## src/rtl/shift_collect.sv

```systemverilog
//------------------------------------------------------------------------------
// shift_collect
//
// Serial-to-parallel collector. One serial bit is taken per sin handshake and
// WIDTH bits are assembled into a word using the same LR direction rules as
// the parallel-load bidirectional shifter it pairs with. Completed words are
// offered on a valid/ready output port.
//
// Buffering is two words deep: the output register (dout) plus the assembly
// register. When both hold complete words the collector stops accepting bits
// until the consumer drains dout.
//
// Handshake rules (both ports):
//   A transfer happens on a rising clk edge where valid && ready are both 1.
//   valid must not depend on ready. ready is a function of registered state
//   only, so there is no combinational path from sin_valid to sin_ready or
//   from dout_ready to dout_valid. While dout_valid && !dout_ready, dout and
//   dout_valid hold.
//
// Parameters:
//   WIDTH  word width in bits, 2..32; word ports use [0:WIDTH-1] order
//   CNT_W  bit-counter width, 2**CNT_W > WIDTH
//
// Ports:
//   clk          rising-edge clock
//   rst_n        asynchronous active-low reset
//   clr          synchronous clear, same end state as reset
//   LR           frame direction: 1 = shift toward index 0 (first bit ends at
//                index 0), 0 = shift toward index WIDTH-1 (first bit ends at
//                index WIDTH-1); sampled on the first bit of each frame
//   sin          serial data bit
//   sin_valid    sin is valid this cycle
//   sin_ready    collector can accept a bit this cycle
//   dout         assembled word, [0:WIDTH-1]
//   dout_valid   dout holds an unconsumed word
//   dout_ready   consumer accepts dout this cycle
//   busy         a frame is partially or fully assembled (state != IDLE)
//   o_dbg_state  current FSM state encoding (IDLE=0, COLLECT=1, FULL=2)
//------------------------------------------------------------------------------
module shift_collect #(
  parameter int WIDTH = 8,
  parameter int CNT_W = 5
) (
  input  logic             clk,
  input  logic             rst_n,
  input  logic             clr,
  input  logic             LR,
  input  logic             sin,
  input  logic             sin_valid,
  output logic             sin_ready,
  output logic [0:WIDTH-1] dout,
  output logic             dout_valid,
  input  logic             dout_ready,
  output logic             busy,
  output logic [1:0]       o_dbg_state
);

  typedef enum logic [1:0] {
    S_IDLE    = 2'd0,
    S_COLLECT = 2'd1,
    S_FULL    = 2'd2
  } state_t;

  // Count value held just before the bit that completes a word.
  localparam logic [CNT_W-1:0] LAST_CNT = CNT_W'(WIDTH - 1);

  //----------------------------------------------------------------------------
  // State
  //----------------------------------------------------------------------------
  state_t           r_state;
  logic [CNT_W-1:0] r_cnt;        // bits accepted in the current frame
  logic             r_lr;         // direction latched on the frame's first bit
  logic [0:WIDTH-1] r_asm;        // assembly register
  logic [0:WIDTH-1] r_dout;       // output slot
  logic             r_dout_valid;

  //----------------------------------------------------------------------------
  // Combinational helpers
  //----------------------------------------------------------------------------
  logic             w_sin_ready;
  logic             w_accept;
  logic             w_drain;
  logic             w_dir;
  logic             w_last;
  logic [0:WIDTH-1] w_shifted;

  assign w_sin_ready = (r_state != S_FULL);
  assign w_accept    = sin_valid && w_sin_ready;
  assign w_drain     = r_dout_valid && dout_ready;

  // In IDLE the incoming bit is the first of a new frame, so the live LR
  // input decides its direction; afterwards the latched copy is used so that
  // LR changes mid-frame have no effect.
  assign w_dir  = (r_state == S_IDLE) ? LR : r_lr;
  assign w_last = (r_cnt == LAST_CNT);

  // Assembly register with the incoming bit shifted in. With [0:WIDTH-1]
  // ordering the leftmost concatenation element lands at index 0.
  assign w_shifted = w_dir ? {r_asm[1:WIDTH-1], sin}
                           : {sin, r_asm[0:WIDTH-2]};

  //----------------------------------------------------------------------------
  // FSM and datapath
  //----------------------------------------------------------------------------
  always_ff @(posedge clk or negedge rst_n) begin
    if (!rst_n) begin
      r_state      <= S_IDLE;
      r_cnt        <= '0;
      r_lr         <= 1'b0;
      r_asm        <= '0;
      r_dout       <= '0;
      r_dout_valid <= 1'b0;
    end else if (clr) begin
      // Discards the partial frame, any pending word in the assembly
      // register and the word in the output slot; the bit on sin is dropped.
      r_state      <= S_IDLE;
      r_cnt        <= '0;
      r_lr         <= 1'b0;
      r_asm        <= '0;
      r_dout       <= '0;
      r_dout_valid <= 1'b0;
    end else begin
      case (r_state)
        S_IDLE: begin
          if (w_drain) begin
            r_dout_valid <= 1'b0;
          end
          // WIDTH >= 2, so the first bit can never complete a word.
          if (w_accept) begin
            r_asm   <= w_shifted;
            r_lr    <= LR;
            r_cnt   <= CNT_W'(1);
            r_state <= S_COLLECT;
          end
        end

        S_COLLECT: begin
          // Default on a drain is to empty the slot; a word completing in
          // the same cycle overrides this below so there is no bubble.
          if (w_drain) begin
            r_dout_valid <= 1'b0;
          end
          if (w_accept) begin
            r_asm <= w_shifted;
            if (w_last) begin
              r_cnt <= '0;
              if (!r_dout_valid || w_drain) begin
                r_dout       <= w_shifted;
                r_dout_valid <= 1'b1;
                r_state      <= S_IDLE;
              end else begin
                // Slot still occupied: keep the finished word in r_asm.
                r_state <= S_FULL;
              end
            end else begin
              r_cnt <= r_cnt + 1'b1;
            end
          end
        end

        S_FULL: begin
          // dout_valid is necessarily 1 here and stays 1 as the second word
          // moves into the slot.
          if (w_drain) begin
            r_dout  <= r_asm;
            r_state <= S_IDLE;
          end
        end

        default: begin
          r_state <= S_IDLE;
        end
      endcase
    end
  end

  //----------------------------------------------------------------------------
  // Outputs
  //----------------------------------------------------------------------------
  assign sin_ready   = w_sin_ready;
  assign dout        = r_dout;
  assign dout_valid  = r_dout_valid;
  assign busy        = (r_state != S_IDLE);
  assign o_dbg_state = r_state;

  //----------------------------------------------------------------------------
  // Structural invariants
  //----------------------------------------------------------------------------
  // The counter never reaches WIDTH; a completing bit returns it to zero.
  a_cnt_range : assert property (@(posedge clk) disable iff (!rst_n)
    r_cnt <= LAST_CNT);

  // Between frames the counter is zero.
  a_idle_cnt_zero : assert property (@(posedge clk) disable iff (!rst_n)
    (r_state != S_COLLECT) |-> (r_cnt == '0));

  // A held word in the assembly register implies an occupied output slot.
  a_full_has_dout : assert property (@(posedge clk) disable iff (!rst_n)
    (r_state == S_FULL) |-> r_dout_valid);

  // An offered word that is not taken stays put.
  a_dout_hold : assert property (@(posedge clk) disable iff (!rst_n)
    (r_dout_valid && !dout_ready && !clr) |=> (r_dout_valid && $stable(r_dout)));

endmodule
```

## config.mk

```make
export PLATFORM = sky130hd
export DESIGN_NAME = shift_collect
export DESIGN_NICKNAME = d
export VERILOG_FILES = /design/src/rtl/shift_collect.sv
export SDC_FILE = /design/constraint.sdc
export NUM_CORES = 1
export LEC_CHECK = 0
export BUFFER_PORTS_ARGS = -buffer_cell sky130_fd_sc_hd__buf_2
export CORE_MARGIN = 5
export CORE_UTILIZATION = 60
export CTS_BUF_LIST = sky130_fd_sc_hd__clkbuf_16
export DETAILED_ROUTE_END_ITERATION = 10
export PLACE_DENSITY = 0.83
export SYNTH_ARGS = -nofsm -noshare
export SYNTH_HDL_FRONTEND = slang
export SYNTH_SLANG_ARGS = --single-unit
```

## constraint.sdc

```tcl
create_clock -name clk -period 2.75 [get_ports clk]
set_input_delay 0.55 -clock clk [delete_from_list [all_inputs] [get_ports clk]]
set_output_delay 0.55 -clock clk [all_outputs]
set_load 0.02 [all_outputs]
```

==> metrics.log, run 1 <==
[metrics] die outline area: 3440 um2
[metrics] Area Growth Syn to Fin: 12.7%
[metrics] post-CTS repair timing setup buffer count: 0
[metrics] biggest cell delay along the critical path: around 570 ps
[metrics] number of unique standard cell types used by synthesis: 34
[metrics] shortest clock period the worst path allows after layout: 2140 ps
[metrics] initial core utilization: 0.636
[metrics] TritonCTS buffer count: 3
[metrics] vias per cell: 6.16
[metrics] Top Usage Layer GRT: met2
[metrics] Int Power: 628 uW
[metrics] post-CTS resize count: 0
[metrics] synthesized flop and latch total: 25
[metrics] maximum level of the CTS H-tree: 1
[metrics] pin slew with the least headroom to its limit: 1010 ps
[metrics] critical path startpoint category: flip-flop
[metrics] Overflow after GRT: 0
[metrics] Critical Path End Type: flip-flop
[metrics] chip width: 58.7 um
[metrics] via count of the first global-routing pass: 1122
[metrics] Core Util, Final: 0.717
[metrics] count of nets left with antenna violations after detail routing: 0
[metrics] part of the total power dissipated in the clock network: 0.375
[metrics] startpoint of the worst-slack reg-to-reg timing path: r_cnt[0]$_DFFE_PN0P_
[metrics] number of slew-limit violations in the final report: 0
[metrics] net switching power: 226 uW
[metrics] Yosys warnings: 0
[metrics] vertical extent of the die: 58.7 um
[metrics] portion of total power attributed to combinational logic: 0.152
[metrics] fraction of met1 tracks used by global routing: 0.275
[metrics] post-route clock period utilization: 0.780
[metrics] HPWL Detailed: 2160 um
[metrics] leakage power of the design: about 0.81 nW
[metrics] TritonCTS clock tree: yes
[metrics] worst hold margin: around 280 ps
[metrics] CTS Root Cell: clkbuf_16
[metrics] Vias: 1202
[metrics] crit path launch: r_cnt[0]$_DFFE_PN0P_
[metrics] synthesized instance count: 151
[metrics] buffer levels on the longest clock path: 2
[metrics] Antenna Diode Count: 0
[metrics] GRT Util Overall: 0.195
[metrics] status: finished clean
[metrics] worst-case reg-to-reg path depth: 5
[metrics] share of total power consumed by net switching: 0.265
[metrics] Avg Synthesized Cell Area: between 9 and 10 um2
[metrics] fraction of the yosys area taken by sequential cells: 0.440
[metrics] register clock-pin slew on the reported worst setup and hold paths: 60 ps
[metrics] Crit-path slowest cell: o2bb2ai_1
[metrics] post-route DRC violation count: 0
[metrics] pin count of the biggest net entering global routing: 26
[metrics] Peak Freq: 466 MHz
[metrics] Post-Syn Nets: 159
[metrics] Core Area: 2230 um2
[metrics] total negative setup slack: 0 ps
[metrics] initial antenna violation count: 0
[metrics] Max Cap Viol: 0
[metrics] power density relative to cell area: 534 nW/um2
[metrics] Worst Skew: 3.42 ps
[metrics] hold-fix buffer count after cts: 0
[metrics] worst path arrival time: 2330 ps
[metrics] routing usage on met3: 0.0285
[metrics] critical path data required time: a little under 3000 ps
[metrics] total of fill cells in the finished design: 156
[metrics] number of top-level pins: 20
[metrics] number of optimization iterations in the first detailed-route pass: 4
[metrics] drt first-iter violations: between 60 and 70
[metrics] standard-cell row count: 17
[metrics] Final Hold Violating Endpoints: 0
[metrics] register-to-register setup slack: 610 ps
[metrics] clock latency reported for the late side of the worst-skew pair: 260 ps
[metrics] number of nets at the end of the flow: 176
[metrics] routed length per instance: 16.3 um
[metrics] clk sinks: 25
[metrics] worst setup path end: dout[1]$_DFFE_PN0P_
[metrics] endpoint of the worst-slack reg-to-reg timing path: dout[1]$_DFFE_PN0P_
[metrics] worst vdd ir: 395 uV
[metrics] cell breakdown of the critical path: ha_1 > and4bb_4 > or3b_4 > o2bb2ai_1 > a32o_1
[metrics] count of buffers inserted at the top-level ports: 19
[metrics] setup slack after layout: 606 ps
[metrics] Final Setup Violations: 0
[metrics] total routed wirelength: 3170 um
[metrics] share of layout cells above drive strength 1: 0.186
[metrics] Post-Syn Area: 1420 um2
[metrics] critical path type: flip-flop to flip-flop
[metrics] register share of total power: 0.473
[metrics] grt met2 use: 0.317
[metrics] first-pass GRT wire length: 5280 um
[metrics] RD Place Congestion: 0.829
[metrics] hold crit path type: primary input to asynchronous set/reset pin
[metrics] Placement Setup Slack: between 600 and 700 ps
[metrics] unrepaired setup endpoints after global routing: false
[metrics] largest driver fanout on the critical path: 8
[metrics] Rel. slew slack: 0.325
## power by group through the flow
| stage | logic [mW] | registers (mW) | clock network (mW) |
|---|---|---|---|
| after global routing | 0.142 | 0.407 | 0.338 |
| after global placement | 0.124 | 0.409 | 0 |
| final | 0.130 | 0.404 | 0.320 |
| after floorplan | 0.0904 | 0.410 | 0 |
| after detailed placement | 0.128 | 0.410 | 0 |
| after CTS | 0.130 | 0.404 | 0.321 |
## through the flow
stage / cells / area [um2] / power [mW]
global placement: 191 / 1520 / 0.533
CTS: 195 / 1600 / 0.855
finish: 195 / 1600 / 0.854
global route: 195 / 1600 / 0.887
detailed placement: 191 / 1520 / 0.538
floorplan: 151 / 1420 / 0.500
## synthesized netlist by cell type
master | instances | share of area
dfrtp_1 | 25 | 0.44
nor2_1 | 22 | 0.058
nand2_1 | 21 | 0.055
mux2i_1 | 17 | 0.12
a211oi_1 | 8 | 0.042
a32o_1 | 8 | 0.056
a21oi_1 | 5 | 0.018
clkbuf_1 | 5 | 0.013
nand3_1 | 5 | 0.018
nor2b_1 | 3 | 0.013
nor3_1 | 3 | 0.011
o21ai_0 | 3 | 0.011
a31oi_1 | 2 | 0.0088
buf_2 | 2 | 0.0070
inv_1 | 2 | 0.0053
nor3b_1 | 2 | 0.011
a21o_1 | 1 | 0.0053
a221oi_1 | 1 | 0.0062
and2_2 | 1 | 0.0053
and3_2 | 1 | 0.0053
and4bb_4 | 1 | 0.011
buf_1 | 1 | 0.0026
buf_6 | 1 | 0.0079
ha_1 | 1 | 0.0088
inv_2 | 1 | 0.0026
mux2i_4 | 1 | 0.016
nand2b_1 | 1 | 0.0044
nand3b_1 | 1 | 0.0053
nand4_1 | 1 | 0.0044
nor2_2 | 1 | 0.0044
nor4_1 | 1 | 0.0044
o2bb2ai_1 | 1 | 0.0062
or3b_4 | 1 | 0.0079
or4_1 | 1 | 0.0053
## how the worst min path moves through the flow
stage	from	end	slack, ps
2_1_floorplan	rst_n	dout[0]$_DFFE_PN0P_	250
3_3_place_gp	dout[5]$_DFFE_PN0P_	dout[5]$_DFFE_PN0P_	470
3_5_place_dp	dout[4]$_DFFE_PN0P_	dout[4]$_DFFE_PN0P_	480
4_1_cts	rst_n	o_dbg_state[0]$_DFFE_PN0P_	300
5_1_grt	rst_n	o_dbg_state[1]$_DFFE_PN0P_	330
6_report	rst_n	o_dbg_state[0]$_DFFE_PN0P_	280
## critical path: cells and delay by family (launching register included)
family                   cells  cell delay, ps
AO/OA/AOI/OAI                2             810
adder cells (fa/ha/maj)      1             250
flip-flops                   1             410
AND/OR/NAND/NOR              2             610
## per-layer routing
metal  part of all wire  routed length (um)
met4              0.012                  38
met5                  0                   0
met3              0.057                 182
met1               0.44                1400
met2               0.49                1550
## flip-flops by register name, summed over array words and instances (netlist names)
signal       flops
r_cnt            5
r_lr             1
dout_valid       1
dout             8
o_dbg_state      2
r_asm            8
## cell type report
cell class,count,area (um2),area share
Multi-Input combinational cell,114,741,0.462
Sequential cell,25,626,0.391
Timing Repair Buffer,21,110,0.0688
Clock buffer,3,75.1,0.0469
Tap cell,28,35.0,0.0219
Inverter,3,11.3,0.00703
Clock inverter,1,3.75,0.00234
## cell usage in the layout, fill, tap and decap left out, types with 2 or more instances in the layout
master	n
a211oi_1	8
a21oi_1	5
a31oi_1	2
a32o_1	8
buf_2	19
buf_4	2
clkbuf_16	3
dfrtp_1	25
inv_1	3
mux2i_1	17
nand2_1	21
nand3_1	5
nor2_1	22
nor2b_1	3
nor3_1	3
nor3b_1	2
o21ai_0	3
## cell families after synthesis
logic type / synth area share
muxes: 0.136
and+or+nand+nor: 0.224
AOI/OAI and AO/OA: 0.153
buffers and inverters: 0.0387
adders and majority gates: 0.00880
DFF: 0.440
Note: power is estimated with default switching activity, not from simulation.
==> inputs of run 2 (changes only) <==
--- a/config.mk
+++ b/config.mk
@@ -5,12 +5,13 @@
 export SDC_FILE = /design/constraint.sdc
 export NUM_CORES = 1
 export LEC_CHECK = 0
+export ABC_AREA = 1
 export BUFFER_PORTS_ARGS = -buffer_cell sky130_fd_sc_hd__buf_2
 export CORE_MARGIN = 5
-export CORE_UTILIZATION = 60
+export CORE_UTILIZATION = 50
 export CTS_BUF_LIST = sky130_fd_sc_hd__clkbuf_16
 export DETAILED_ROUTE_END_ITERATION = 10
-export PLACE_DENSITY = 0.83
+export PLACE_DENSITY = 0.74
 export SYNTH_ARGS = -nofsm -noshare
 export SYNTH_HDL_FRONTEND = slang
 export SYNTH_SLANG_ARGS = --single-unit
==> constraint.sdc (replaced) <==
create_clock -name clk -period 1.9 [get_ports clk]
set_input_delay 0.38 -clock clk [delete_from_list [all_inputs] [get_ports clk]]
set_output_delay 0.38 -clock clk [all_outputs]
set_load 0.02 [all_outputs]
==> metrics.log, run 2 <==
[metrics] standard-cell row count: 19
[metrics] net switching power: roughly 380 uW
[metrics] Crit-path slowest cell: dfrtp_1
[metrics] critical path data required time: approximately 1500 ps
[metrics] Synth Flop Type: dfrtp_1
[metrics] number of unique standard cell types used by synthesis: 23
[metrics] Post-Syn Area: 1410 um2
[metrics] GRT Util Overall: 0.164
[metrics] post-CTS resize count: 0
[metrics] Top Usage Layer GRT: met2
[metrics] fraction of met1 tracks used by global routing: 0.234
[metrics] CTS Root Cell: clkbuf_16
[metrics] post-route clock period utilization: 0.891
[metrics] via count of the first global-routing pass: 1203
[metrics] Yosys warnings: 0
[metrics] leakage power of the design: between 0.8 and 0.9 nW
[metrics] buffer and inverter count on the worst path: 3
[metrics] share of layout cells above drive strength 1: 0.156
[metrics] overall power: 1.28 mW
[metrics] critical path's top delay family: buffers and inverters
[metrics] Placed Cells: around 240
[metrics] Area Growth Syn to Fin: 14.5%
[metrics] number of slew-limit violations in the final report: 0
[metrics] cell breakdown of the critical path: inv_2 > nor2_4 > inv_2 > buf_2
[metrics] critical path type: flip-flop to primary output
[metrics] number of optimization iterations in the first detailed-route pass: 4
[metrics] Post-synth EDFFs: 0
[metrics] buffer levels on the longest clock path: 2
[metrics] worst path arrival time: 1310 ps
[metrics] Critical Path End Type: primary output
[metrics] hold crit path type: primary input to asynchronous set/reset pin
[metrics] hold-fix buffer count after cts: 0
[metrics] portion of total power attributed to combinational logic: 0.188
[metrics] largest driver fanout on the critical path: 17
[metrics] pin slew with the least headroom to its limit: around 550 ps
[metrics] Antenna Diode Count: 0
[metrics] register clock-pin slew on the reported worst setup and hold paths: 60 ps
[metrics] setup slack after layout: 207 ps
[metrics] total negative setup slack: 0 ps
[metrics] Synth async-reset ratio: 1.00
[metrics] synthesized instance count: 190
[metrics] commonest non-fill, non-tap cells in the layout: 37 x nand2_1, 37 x nand3_1, 25 x o21ai_0, 25 x dfrtp_1, 20 x inv_1
[metrics] RD Place Congestion: about 0.93
[metrics] initial antenna violation count: 0
[metrics] count of buffers inserted at the top-level ports: 19
[metrics] Worst Skew: 3.51 ps
[metrics] Max Cap Viol: 0
[metrics] Most Frequent Cell on Critical Path: inv_2
[metrics] cell type with the highest aggregate area in the netlist: dfrtp_1
[metrics] fraction of the yosys area taken by sequential cells: 0.443
[metrics] TritonCTS buffer count: 3
[metrics] status: finished clean
[metrics] post-route DRC violation count: 0
[metrics] Post-Syn Nets: just under 200
[metrics] routing usage on met3: 0.0337
[metrics] part of the total power dissipated in the clock network: 0.359
[metrics] Avg Synthesized Cell Area: about 7.4 um2
[metrics] worst-case reg-to-reg path depth: 6
[metrics] HPWL Detailed: 2360 um
[metrics] pin count of the biggest net entering global routing: 26
[metrics] unrepaired setup endpoints after global routing: false
[metrics] share of total power consumed by net switching: 0.293
[metrics] Final Setup Violations: 0
[metrics] number of non-filler instances in the completed layout: ~240
[metrics] Final Hold Violating Endpoints: 0
[metrics] routed length per instance: 12.7 um
[metrics] first-pass GRT wire length: 5420 um
[metrics] Rel. slew slack: 0.635
[metrics] clock latency reported for the late side of the worst-skew pair: 260 ps
[metrics] Overflow after GRT: 0
[metrics] total routed wirelength: 3070 um
[metrics] register share of total power: 0.452
[metrics] leading cell types by total area after synthesis: dfrtp_1 44%, nand3_1 13%, nand2_1 9.8%
[metrics] Vias: roughly 1300
[metrics] Synth top area share: 0.443
[metrics] number of top-level pins: 20
[metrics] count of nets left with antenna violations after detail routing: 0
[metrics] shortest clock period the worst path allows after layout: ~1700 ps
[metrics] post-CTS repair timing setup buffer count: 0
[metrics] Placement Setup Slack: 319 ps
[metrics] grt met2 use: 0.254
[metrics] TritonCTS clock tree: yes
[metrics] ranking of synthesized cells by instance count: 37 x nand2_1, 37 x nand3_1, 25 x dfrtp_1, 25 x o21ai_0, 20 x inv_1
[metrics] Core Area: 2730 um2
[metrics] chip width: 63.2 um
[metrics] die outline area: 3990 um2
[metrics] drt first-iter violations: 80
[metrics] maximum level of the CTS H-tree: 1
[metrics] Worst path depth: 4
[metrics] synthesized flop and latch total: 25
[metrics] number of nets at the end of the flow: 220
[metrics] initial core utilization: 0.517
[metrics] worst vdd ir: ~690 uV
[metrics] biggest cell delay along the critical path: between 400 and 500 ps
[metrics] vias per cell: 5.40
[metrics] Int Power: around 910 uW
[metrics] clk sinks: 25
[metrics] power density relative to cell area: 794 nW/um2
[metrics] critical path startpoint category: flip-flop
[metrics] Peak Freq: 591 MHz
[metrics] vertical extent of the die: around 63 um
==> run 2: cell types whose count changed in the layout (fill, tap and decap cells not counted), sizes merged, moves of 11 or more <==
| cell | before | now |
|---|---|---|
| nand2 | 21 | 41 |
| inv | 4 | 22 |
| nor2 | 23 | 12 |
| mux2i | 18 | 0 |
| nand3 | 5 | 37 |
| o21ai | 3 | 31 |
==> run 2: cells by family (layout without fill, tap and decap cells) <==
logic type / count (synthesis) / in the layout / share of synthesized area
AOI/OAI and AO/OA: 37 / 37 / 0.136
xor gates and xnor gates: 1 / 1 / 0.00620
adders and majority gates: 1 / 1 / 0.00886
buffers and inverters: 25 / 46 / 0.0673
DFF: 25 / 25 / 0.443
and+or+nand+nor: 101 / 101 / 0.338
==> run 2: stage by stage <==
step / hold slack (ps) / area [um2] / util
floorplan: 84.4 / 1410 / -
global placement: 391 / 1540 / 0.562
detailed placement: 401 / 1540 / 0.562
CTS: 129 / 1620 / 0.592
global route: 154 / 1620 / 0.592
finish: 104 / 1620 / 0.592
==> run 2: worst paths after layout <==
kind / startpoint / to / slack (ps)
setup / recovery: o_dbg_state[1]$_DFFE_PN0P_ / sin_ready / 210
hold / removal: rst_n / r_cnt[4]$_DFFE_PN0P_ / 100
setup reg to reg: o_dbg_state[0]$_DFFE_PN0P_ / dout[3]$_DFFE_PN0P_ / 350
hold reg to reg: dout[6]$_DFFE_PN0P_ / dout[6]$_DFFE_PN0P_ / 500
max in group asynchronous: rst_n / dout[1]$_DFFE_PN0P_ / 1430
min in group clk: dout_ready / dout_valid$_DFFE_PN0P_ / 440
==> run 2: power groups by stage <==
| stage | clock network [mW] | registers (mW) | logic (mW) |
|---|---|---|---|
| floorplan | 0 | 0.604 | 0.147 |
| global placement | 0 | 0.589 | 0.236 |
| detailed placement | 0 | 0.590 | 0.240 |
| CTS | 0.464 | 0.580 | 0.242 |
| global route | 0.491 | 0.585 | 0.272 |
| finish | 0.461 | 0.581 | 0.242 |
==> run 2: per-layer routing <==
layer	up-vias	wire (um)
li1	675	-
met1	598	1490
met2	31	1400
met3	4	150
met4	0	36
met5	-	0
==> run 2: area by class of cell <==
type / instances / area (um2)
multi-input cells: 140 / 692
fillers: 234 / 1120
clock buffers: 3 / 75.1
inverters: 23 / 86.3
clock inverters: 1 / 5.00
well taps: 31 / 38.8
repair buffers: 19 / 95.1
flip-flops and latches: 25 / 626
